### config.mk
export PLATFORM = sky130hd
export DESIGN_NAME = axi_arbiter_n
export DESIGN_NICKNAME = d
export VERILOG_FILES = /design/src/rtl/axi_arbiter_n.sv
export SDC_FILE = /design/constraint.sdc
export NUM_CORES = 1
export LEC_CHECK = 0
export ABC_AREA = 1
export BUFFER_PORTS_ARGS = -buffer_cell sky130_fd_sc_hd__buf_2
export CAP_MARGIN = 40
export CELL_PAD_IN_SITES_DETAIL_PLACEMENT = 0
export CELL_PAD_IN_SITES_GLOBAL_PLACEMENT = 1
export CORE_AREA = 2 2 162 164
export CTS_CLUSTER_DIAMETER = 200
export CTS_CLUSTER_SIZE = 10
export DETAILED_ROUTE_END_ITERATION = 12
export DIE_AREA = 0 0 164 166
export GPL_TIMING_DRIVEN = 1
export PLACE_DENSITY = 0.62
export REMOVE_ABC_BUFFERS = 1
export SETUP_SLACK_MARGIN = 0.5
export SYNTH_ARGS = -nofsm -noshare
export SYNTH_HDL_FRONTEND = slang
export SYNTH_SLANG_ARGS = --single-unit
### constraint.sdc
create_clock -name aclk -period 1.3 [get_ports aclk]
set_input_delay 0 -clock aclk [delete_from_list [all_inputs] [get_ports aclk]]
set_output_delay 0 -clock aclk [all_outputs]
set_load 0.02 [all_outputs]
### src/rtl/axi_arbiter_n.sv
// -----------------------------------------------------------------------------
// axi_arbiter_n
//
// Purpose
//   Shares one outer AXI port between NUM_RD simple read masters and a single
//   write master. Reads are serialised: one read burst is outstanding at a
//   time, and the burst owner is picked by round-robin or fixed priority. The
//   write path is a four-state sequencer that walks AW, W and B in order. With
//   WR_BLOCKS_RD set, a pending or active write holds off new read grants.
//
// Handshake rule (every channel, both sides)
//   A beat transfers on a rising aclk edge where valid and ready are both 1.
//   A valid driven by this block is never gated by its own ready. A read
//   grant is held until its AR handshake, even if that master drops arvalid.
//
// Ports
//   aclk, aresetn          : clock, synchronous active-low reset
//   m_ar*, m_r*            : NUM_RD read masters, packed per master
//                            (master i owns addr bits [32i+31:32i], len [4i+3:4i])
//   w_aw*, w_w*, w_b*      : the single write master
//   ar*, r*, aw*, w*, b*   : outer AXI master port
//   dbg_rd_state_o         : read FSM state (0 R_IDLE, 1 R_ADDR, 2 R_DATA)
//   dbg_wr_state_o         : write FSM state (0 W_IDLE, 1 W_ADDR, 2 W_DATA, 3 W_RESP)
//   dbg_grant_o            : registered read grant index
//   dbg_rr_ptr_o           : round-robin search start index
// -----------------------------------------------------------------------------
module axi_arbiter_n #(
   parameter int          NUM_RD       = 2,
   parameter int          RR_EN        = 1,
   parameter int          WR_BLOCKS_RD = 1,
   parameter logic [3:0]  WR_ID        = 4'd0,
   localparam int         GW           = (NUM_RD > 1) ? $clog2(NUM_RD) : 1
) (
   input  logic                   aclk,
   input  logic                   aresetn,

   // read masters
   input  logic [NUM_RD*32-1:0]   m_araddr,
   input  logic [NUM_RD*4-1:0]    m_arlen,
   input  logic [NUM_RD-1:0]      m_arvalid,
   output logic [NUM_RD-1:0]      m_arready,
   output logic [31:0]            m_rdata,
   output logic                   m_rlast,
   output logic [NUM_RD-1:0]      m_rvalid,
   input  logic [NUM_RD-1:0]      m_rready,

   // write master
   input  logic [31:0]            w_awaddr,
   input  logic [3:0]             w_awlen,
   input  logic [2:0]             w_awsize,
   input  logic                   w_awvalid,
   output logic                   w_awready,
   input  logic [31:0]            w_wdata,
   input  logic [3:0]             w_wstrb,
   input  logic                   w_wlast,
   input  logic                   w_wvalid,
   output logic                   w_wready,
   output logic                   w_bvalid,
   input  logic                   w_bready,

   // outer AR channel
   output logic [3:0]             arid,
   output logic [31:0]            araddr,
   output logic [7:0]             arlen,
   output logic [2:0]             arsize,
   output logic [1:0]             arburst,
   output logic [1:0]             arlock,
   output logic [3:0]             arcache,
   output logic [2:0]             arprot,
   output logic                   arvalid,
   input  logic                   arready,

   // outer R channel
   input  logic [3:0]             rid,
   input  logic [31:0]            rdata,
   input  logic [1:0]             rresp,
   input  logic                   rlast,
   input  logic                   rvalid,
   output logic                   rready,

   // outer AW channel
   output logic [3:0]             awid,
   output logic [31:0]            awaddr,
   output logic [7:0]             awlen,
   output logic [2:0]             awsize,
   output logic [1:0]             awburst,
   output logic [1:0]             awlock,
   output logic [3:0]             awcache,
   output logic [2:0]             awprot,
   output logic                   awvalid,
   input  logic                   awready,

   // outer W channel
   output logic [3:0]             wid,
   output logic [31:0]            wdata,
   output logic [3:0]             wstrb,
   output logic                   wlast,
   output logic                   wvalid,
   input  logic                   wready,

   // outer B channel
   input  logic [3:0]             bid,
   input  logic [1:0]             bresp,
   input  logic                   bvalid,
   output logic                   bready,

   // debug visibility
   output logic [1:0]             dbg_rd_state_o,
   output logic [1:0]             dbg_wr_state_o,
   output logic [GW-1:0]          dbg_grant_o,
   output logic [GW-1:0]          dbg_rr_ptr_o
);

   typedef enum logic [1:0] {
      R_IDLE = 2'd0,
      R_ADDR = 2'd1,
      R_DATA = 2'd2
   } rd_state_e;

   typedef enum logic [1:0] {
      W_IDLE = 2'd0,
      W_ADDR = 2'd1,
      W_DATA = 2'd2,
      W_RESP = 2'd3
   } wr_state_e;

   rd_state_e        rd_state_q, rd_state_d;
   wr_state_e        wr_state_q, wr_state_d;
   logic [GW-1:0]    grant_q, grant_d;
   logic [GW-1:0]    rr_ptr_q, rr_ptr_d;

   // Per-master views of the packed request buses.
   logic [31:0]      addr_arr [NUM_RD];
   logic [3:0]       len_arr  [NUM_RD];

   always_comb begin
      for (int i = 0; i < NUM_RD; i++) begin
         addr_arr[i] = m_araddr[i*32 +: 32];
         len_arr[i]  = m_arlen[i*4 +: 4];
      end
   end

   // ---------------------------------------------------------------------------
   // Grant selection. The loop runs from the far end of the search order back
   // to its start so the last hit (smallest offset) is the winner.
   // Fixed priority searches from index 0; round-robin searches from rr_ptr.
   // ---------------------------------------------------------------------------
   logic [GW-1:0]    pick_idx;
   logic [GW-1:0]    cand_idx;
   int               cand;

   always_comb begin
      pick_idx = '0;
      cand_idx = '0;
      cand     = 0;
      for (int k = NUM_RD - 1; k >= 0; k--) begin
         if (RR_EN != 0) begin
            cand = (int'(rr_ptr_q) + k) % NUM_RD;
         end else begin
            cand = k;
         end
         cand_idx = GW'(cand);
         if (m_arvalid[cand_idx]) begin
            pick_idx = cand_idx;
         end
      end
   end

   // A write that is active, or is leaving W_IDLE this very cycle, closes the
   // read gate so a simultaneous read and write request resolves to the write.
   logic wr_busy;
   logic rd_gate_open;

   assign wr_busy      = (wr_state_q != W_IDLE) || w_awvalid;
   assign rd_gate_open = (WR_BLOCKS_RD == 0) || !wr_busy;

   // ---------------------------------------------------------------------------
   // Read FSM: next state and channel steering.
   // ---------------------------------------------------------------------------
   logic ar_fire;
   logic r_last_fire;

   assign ar_fire     = m_arvalid[grant_q] && arready;
   assign r_last_fire = rvalid && m_rready[grant_q] && rlast;

   always_comb begin
      rd_state_d = rd_state_q;
      grant_d    = grant_q;
      rr_ptr_d   = rr_ptr_q;
      arvalid    = 1'b0;
      m_arready  = '0;
      rready     = 1'b0;
      m_rvalid   = '0;

      case (rd_state_q)
         R_IDLE: begin
            if ((|m_arvalid) && rd_gate_open) begin
               grant_d    = pick_idx;
               rd_state_d = R_ADDR;
            end
         end
         R_ADDR: begin
            arvalid            = m_arvalid[grant_q];
            m_arready[grant_q] = arready;
            if (ar_fire) begin
               rd_state_d = R_DATA;
            end
         end
         R_DATA: begin
            m_rvalid[grant_q] = rvalid;
            rready            = m_rready[grant_q];
            if (r_last_fire) begin
               rd_state_d = R_IDLE;
               rr_ptr_d   = (grant_q == GW'(NUM_RD - 1)) ? '0 : grant_q + 1'b1;
            end
         end
         default: begin
            rd_state_d = R_IDLE;
         end
      endcase

      // Handshake outputs are silenced for the whole reset window, not only
      // after the first reset edge has cleared the state registers.
      if (!aresetn) begin
         arvalid   = 1'b0;
         m_arready = '0;
         rready    = 1'b0;
         m_rvalid  = '0;
      end
   end

   // ---------------------------------------------------------------------------
   // Write FSM: AW, then W until wlast, then B.
   // ---------------------------------------------------------------------------
   always_comb begin
      wr_state_d = wr_state_q;
      awvalid    = 1'b0;
      w_awready  = 1'b0;
      wvalid     = 1'b0;
      w_wready   = 1'b0;
      w_bvalid   = 1'b0;
      bready     = 1'b0;

      case (wr_state_q)
         W_IDLE: begin
            if (w_awvalid) begin
               wr_state_d = W_ADDR;
            end
         end
         W_ADDR: begin
            awvalid   = 1'b1;
            w_awready = awready;
            if (awready) begin
               wr_state_d = W_DATA;
            end
         end
         W_DATA: begin
            wvalid   = w_wvalid;
            w_wready = wready;
            if (w_wvalid && wready && w_wlast) begin
               wr_state_d = W_RESP;
            end
         end
         W_RESP: begin
            w_bvalid = bvalid;
            bready   = w_bready;
            if (bvalid && w_bready) begin
               wr_state_d = W_IDLE;
            end
         end
         default: begin
            wr_state_d = W_IDLE;
         end
      endcase

      if (!aresetn) begin
         awvalid   = 1'b0;
         w_awready = 1'b0;
         wvalid    = 1'b0;
         w_wready  = 1'b0;
         w_bvalid  = 1'b0;
         bready    = 1'b0;
      end
   end

   // ---------------------------------------------------------------------------
   // State registers
   // ---------------------------------------------------------------------------
   always_ff @(posedge aclk) begin
      if (!aresetn) begin
         rd_state_q <= R_IDLE;
         wr_state_q <= W_IDLE;
         grant_q    <= '0;
         rr_ptr_q   <= '0;
      end else begin
         rd_state_q <= rd_state_d;
         wr_state_q <= wr_state_d;
         grant_q    <= grant_d;
         rr_ptr_q   <= rr_ptr_d;
      end
   end

   // ---------------------------------------------------------------------------
   // Payload fields. These follow the grant / write master unconditionally;
   // only the valid/ready pairs are state dependent.
   // ---------------------------------------------------------------------------
   assign arid    = 4'(grant_q);
   assign araddr  = addr_arr[grant_q];
   assign arlen   = {4'b0000, len_arr[grant_q]};
   assign arsize  = 3'b010;
   assign arburst = 2'b01;
   assign arlock  = 2'b00;
   assign arcache = 4'b0000;
   assign arprot  = 3'b000;

   // Read data and last are broadcast; only m_rvalid selects the owner.
   assign m_rdata = rdata;
   assign m_rlast = rlast;

   assign awid    = WR_ID;
   assign awaddr  = w_awaddr;
   assign awlen   = {4'b0000, w_awlen};
   assign awsize  = w_awsize;
   assign awburst = 2'b01;
   assign awlock  = 2'b00;
   assign awcache = 4'b0000;
   assign awprot  = 3'b000;

   assign wid     = WR_ID;
   assign wdata   = w_wdata;
   assign wstrb   = w_wstrb;
   assign wlast   = w_wlast;

   // Response IDs and codes are not forwarded: one burst per direction is
   // outstanding, so the ID carries no routing information.
   logic unused_resp;
   assign unused_resp = ^{rid, rresp, bid, bresp};

   assign dbg_rd_state_o = rd_state_q;
   assign dbg_wr_state_o = wr_state_q;
   assign dbg_grant_o    = grant_q;
   assign dbg_rr_ptr_o   = rr_ptr_q;

endmodule
==> metrics.txt, run 1 <==
post-DP HPWL 15,300 um; clock network power share 9.4%; minimum clock period 1.23 ns; clock input transition at the sequential cells of the worst setup and hold paths about 0.03 ns; Floorplan Core Area 0.0256 mm^2; synthesis-stage register bit count 6; mean cell area of the mapped netlist 5.96 um^2; required time of the critical path ~1.3 ns; post-detailed-route DRC marker count 0; RD Place Congestion between 0.7 and 0.8; average wire per standard cell about 23 um; buffers added on ports 144; max incr delay on CP 0.39 ns; category of the worst setup path capture point output pin; final count of hold timing violations 0; worst reg2reg path endpoint dbg_rr_ptr_o; Worst Reg2Reg Path Length in Cells 8; pin count of the biggest net entering global routing 26; Reg power frac 6.9%; leakage power of the design 0.00166 uW; Tot GR Track Use between 10% and 20%; post-detailed-route via-to-cell ratio 3.01; maximum count of clock buffers along a single path 2; Design Area, Final 0.00311 mm^2; TritonCTS clock tree built; wire length of the first global-routing pass 19,700 um; Total Negative Setup Slacks 0 ns; CTS sink cnt 6; crit start category flip-flop; Final Hold Slack 0.0000262 ns; P_int about 2600 uW; antenna diode count 0; number of nets at the end of the flow around 630; sequential cell area fraction in the yosys report 5.50%; count of H-tree levels built during CTS 1; total of warnings raised by yosys 0; net switching component of the power 2720 uW; Worst Hold Class in -> out; unrepaired setup endpoints after global routing yes; Area growth, synth to finish 42.2%; switching part of the total 51.3%; cells traversed along the worst timing path buf_12 -> nor4_4 -> buf_6; start point of the critical path dbg_grant_o; count of fill cells added during filler insertion 2,993; placed standard-cell area 0.00232 mm^2; Comb power frac 83.7%; total setup violations reported at the end of the flow 0; remaining global-route overflow 0; via count of the first global-routing pass 1,977; ports placed on the boundary 415; reg-to-reg critical path startpoint dbg_grant_o; total standard cell area after synthesis approximately 0.0022 mm^2; highest achievable clock rate just over 0.8 GHz; power density normalized to cell area 1710 mW/mm^2; synthesized instance count 367; clock insertion delay at the later pin of the skew report approximately 0.23 ns; highest net fanout along the worst path 25; end point of the critical path m_rvalid[0]; first drt pass iteration count 6; via total after detailed routing 2,276; Critical Setup Path Class reg -> out; DRC violation total after the first TritonRoute iteration 79; max-cap violation count 0; starting utilization of the core area 8.53%; total detailed-routing wirelength 17,300 um; fraction of final layout cells with drive strength greater than 1 57.9%; final count of pins violating max slew 0; period utilization ~95%; Hold Crit Depth 0; setup slack of the most critical reg-to-reg path 0.11 ns; cell type of the slowest stage on the worst timing path dfxtp_4; status complete, no violations; x dimension of the die about 160 um; CP Data Arrival Time 1.23 ns; post-route ant nets 0; height of the chip 166 um; Distinct cells, synth 19; total CTS buffers 3; clock root buffer clkbuf_16; antenna violations before repair 0; highest ir drop seen on vdd 551 uV; worst clock skew 0.00432 ns; standard-cell row count 59; Final Total Pwr 5300 uW; die area 0.0272 mm^2
metrics by stage:
| step | setup WS (ns) | util (%) | cells |
|---|---|---|---|
| detailed placement | 0.0570 | 9.05 | 735 |
| global placement | 0.0732 | 9.05 | 735 |
| global route | 0.0142 | 12.1 | 755 |
| floorplan | -0.960 | - | 246 |
| CTS | 0.0363 | 11.4 | 746 |
| finish | 0.0714 | 12.1 | 755 |
cells in the mapped netlist:
master,number,share of area (%)
buf_4,155,53
nand2_1,138,24
inv_1,18,3.1
nor2_1,16,2.7
buf_6,6,3.1
dfxtp_1,6,5.5
a21oi_1,4,0.92
ha_1,4,2.3
nor3_1,4,0.92
nand3_1,3,0.69
buf_2,2,0.46
conb_1,2,0.34
nand4_1,2,0.57
nor4_2,2,1.1
inv_2,1,0.17
inv_4,1,0.29
nand2_2,1,0.29
o211ai_1,1,0.34
o21ai_1,1,0.23
worst max-delay path, delay by kind of cell (launching register included):
| family | cells | cell delay (ns) |
|---|---|---|
| DFF | 1 | 0.39 |
| buffers and inverters | 2 | 0.33 |
| and+or+nand+nor | 1 | 0.28 |
kinds of logic after synthesis:
| group | after synthesis | share of synthesized area (%) |
|---|---|---|
| buf+inv | 183 | 60.3 |
| simple gates | 166 | 30.1 |
| compound gates | 6 | 1.49 |
| flops | 6 | 5.50 |
| fa+ha+maj | 4 | 2.29 |
| other cells | 2 | 0.344 |
how the worst min path moves through the flow:
| stage | startpoint | endpoint | slack [ns] |
|---|---|---|---|
| 2_1_floorplan | w_awaddr[0] | awaddr[0] | 0 |
| 3_3_place_gp | rdata[11] | m_rdata[11] | 0.0001 |
| 3_5_place_dp | rdata[11] | m_rdata[11] | 0.0001 |
| 4_1_cts | rdata[11] | m_rdata[11] | 0.0001 |
| 5_1_grt | rdata[11] | m_rdata[11] | 0.0001 |
| 6_report | rdata[30] | m_rdata[30] | 0.00003 |
power groups by stage:
stage | sequential (uW) | combinational, uW | clock [uW]
finish | 366 | 4440 | 499
global route | 376 | 4770 | 533
CTS | 365 | 4060 | 515
detailed placement | 308 | 2990 | 0
global placement | 306 | 3000 | 0
floorplan | 488 | 1610 | 0
layer usage:
layer	part of all wire (%)	global-route usage, %
met1	24	7.56
met2	44	17.8
met3	31	17.0
met4	0.22	0.420
met5	1.2	6.91
sequential cells by signal, indices dropped and copies added, names as in the netlist:
| register | cells |
|---|---|
| dbg_grant_o | 1 |
| dbg_rd_state_o | 2 |
| dbg_rr_ptr_o | 1 |
| dbg_wr_state_o | 2 |
final cells by class:
class / instances / area [um^2] / area share, %
Inverter: 20 / 87.6 / 2.82
Clock buffer: 3 / 75.1 / 2.41
Multi-Input combinational cell: 220 / 1200 / 38.7
Tap cell: 335 / 419 / 13.5
Sequential cell: 6 / 130 / 4.19
Timing Repair Buffer: 171 / 1190 / 38.4
timing repair:
item | 4_1_cts | 5_1_grt
setup buffers | 8 | 8
gates cloned | 0 | 1
pin swaps | 32 | 10
hold buffers | 0 | 0
resized for setup | 141 | 30
setup endpoints to repair | 58 | 59
endpoints found under the hold margin | 0 | 0
layout by cell type (no fill, tap or decap):
cell,count
buf_6,35
nor2_4,2
nor2_1,11
buf_8,1
dfxtp_1,2
nor3_4,4
inv_1,12
nand2_2,29
conb_1,44
buf_4,24
nand4_1,2
inv_8,1
buf_2,108
nand3_1,1
o211ai_1,1
nor4_4,2
inv_2,5
ha_4,4
buf_12,2
dfxtp_4,2
nor2_2,3
a21oi_4,1
clkbuf_16,4
dfxtp_2,2
nand2_4,9
o21ai_2,1
inv_4,2
nand2_1,101
a21oi_1,3
nand3_2,2
Power figures use the tool's default switching activity.
==> run 2, diff against run 1 <==
- HOLD_SLACK_MARGIN: not set -> 0.02
==> run 2 against run 1 <==
Clock power is essentially flat. Hold slack gained 0.079 ns. Core utilization grew 4.4 points. Critical path depth is the same. Cell area grew 36%. Fmax shrank 0.27%. Sequential power is essentially flat. Combinational power grew 15%. Largest cell class is now non-clock buffers. Cell count grew 15%.
==> metrics.txt, run 2 (synthesis results as in run 1) <==
status complete, no violations; maximum count of clock buffers along a single path 2; Min-Delay Startpoint arready; ports placed on the boundary 415; remaining global-route overflow 0; Tot GR Track Use 12.3%; count of H-tree levels built during CTS 1; clock root buffer clkbuf_16; worst clock skew 0.00418 ns; total setup violations reported at the end of the flow 0; final count of hold timing violations 0; top library cells by usage in the layout, fill and taps aside buf_2 (108), nand2_1 (101), dlygate4sd3_1 (101); CTS sink cnt 6; Final Hold Slack 0.0794 ns; post-detailed-route DRC marker count 0; post-detailed-route via-to-cell ratio 3.17; highest achievable clock rate 0.812 GHz; net switching component of the power 3160 uW; reg-to-reg critical path startpoint dbg_grant_o; total CTS buffers 3; clock insertion delay at the later pin of the skew report 0.23 ns; leakage power of the design 0.00218 uW; highest net fanout along the worst path 25; Design Area, Final between 0.004 and 0.005 mm^2; TritonCTS clock tree built; number of nets at the end of the flow 740; fraction of final layout cells with drive strength greater than 1 46.1%; power density normalized to cell area 1410 mW/mm^2; CP Data Arrival Time about 1.2 ns; Worst Hold Class in -> reg; antenna violations before repair 21; period utilization 94.8%; required time of the critical path 1.30 ns; Critical Setup Path Class reg -> out; via total after detailed routing 2,757; total detailed-routing wirelength between 15,000 and 20,000 um; wire length of the first global-routing pass 22,300 um; total area of multi-input combinational cells 0.00121 mm^2; RD Place Congestion 0.750; height of the chip 166 um; post-route ant nets 0; P_int 2810 uW; worst path buffer plus inverter count 2; Comb power frac 85.5%; pin count of the biggest net entering global routing 26; average wire per standard cell 21.4 um; Worst path top cell family by delay flip-flops; clock input transition at the sequential cells of the worst setup and hold paths 0.03 ns; max-cap violation count 0; cell type of the slowest stage on the worst timing path dfxtp_4; FF/Latch Area approximately 130 um^2; Reg power frac between 6 and 7%; Total Negative Setup Slacks 0 ns; starting utilization of the core area approximately 8.5%; unrepaired setup endpoints after global routing yes; final core area utilization 16.5%; Area growth, synth to finish 93.3%; crit start category flip-flop; die area ~0.027 mm^2; switching part of the total 52.9%; post-DP HPWL 15,300 um; cells traversed along the worst timing path buf_12 -> nor4_4 -> buf_6; via count of the first global-routing pass 2,402; highest ir drop seen on vdd 551 uV; first drt pass iteration count 4; Floorplan Core Area 0.0256 mm^2; start point of the critical path dbg_grant_o; final count of pins violating max slew 0; max incr delay on CP roughly 0.39 ns; most common cell after layout, fill and taps aside buf_2; placed standard-cell area 0.00232 mm^2; minimum clock period 1.23 ns; category of the worst setup path capture point output pin; buffers added on ports 144; x dimension of the die 164 um; clock network power share 8.4%; count of fill cells added during filler insertion 2,904; DRC violation total after the first TritonRoute iteration 179; standard-cell row count 59
==> run 2: cell count changes in the layout (fill, tap and decap cells not counted), sizes merged <==
cell,delta
dlygate4sd3,+101
diode,+8
dlymetal6s4s,+6
==> run 2: routing by layer <==
metal | GRT usage (%) | share of wire (%)
met1 | 17.1 | 44
met2 | 19.8 | 45
met3 | 3.65 | 9.9
met4 | 0.458 | 1.3
met5 | 0 | 0.23
==> run 2: power by group through the flow <==
stage                     Sequential (uW)  Combinational [uW]  Clock, uW
after detailed placement              308                2990          0
final                                 368                5100        498
after global routing                  376                5420        533
after CTS                             365                4670        515
after floorplan                       488                1610          0
after global placement                306                3000          0
==> run 2: worst paths after layout <==
check / slack, ns / cells after the start / endpoint
setup / recovery: 0.07 / 3 / m_rvalid[0]
hold / removal: 0.08 / 3 / dbg_rd_state_o[1]
setup reg to reg: 0.10 / 8 / dbg_rr_ptr_o
hold reg to reg: 0.50 / 2 / dbg_rr_ptr_o
==> run 2: cell type report <==
| type | count | area share, % |
|---|---|---|
| timing repair buffer | 278 | 54.0 |
| multi-input combinational | 220 | 28.7 |
| tap | 335 | 9.92 |
| sequential | 6 | 3.08 |
| inverter | 20 | 2.07 |
| clock buffer | 3 | 1.78 |
| antenna | 8 | 0.474 |
==> run 2: timing repair <==
item,4_1_cts,5_1_grt
hold buffers,107,0
buffers inserted,8,8
gates cloned,0,1
setup endpoints to repair,58,65
pin swaps,32,9
resized for setup,141,38
endpoints found under the hold margin,107,0
==> run 2: worst min-delay path, cell delays in order <==
cell	delay, ns
buf_2	0.11
nand4_1	0.09
a21oi_1	0.05
==> run 2: through the flow <==
| stage | total power [uW] | worst slack [ns] | instances |
|---|---|---|---|
| floorplan | 2100 | -0.960 | 246 |
| global placement | 3300 | 0.0732 | 735 |
| detailed placement | 3300 | 0.0570 | 735 |
| CTS | 5550 | 0.0363 | 853 |
| global route | 6330 | 0.0142 | 863 |
| finish | 5970 | 0.0680 | 870 |
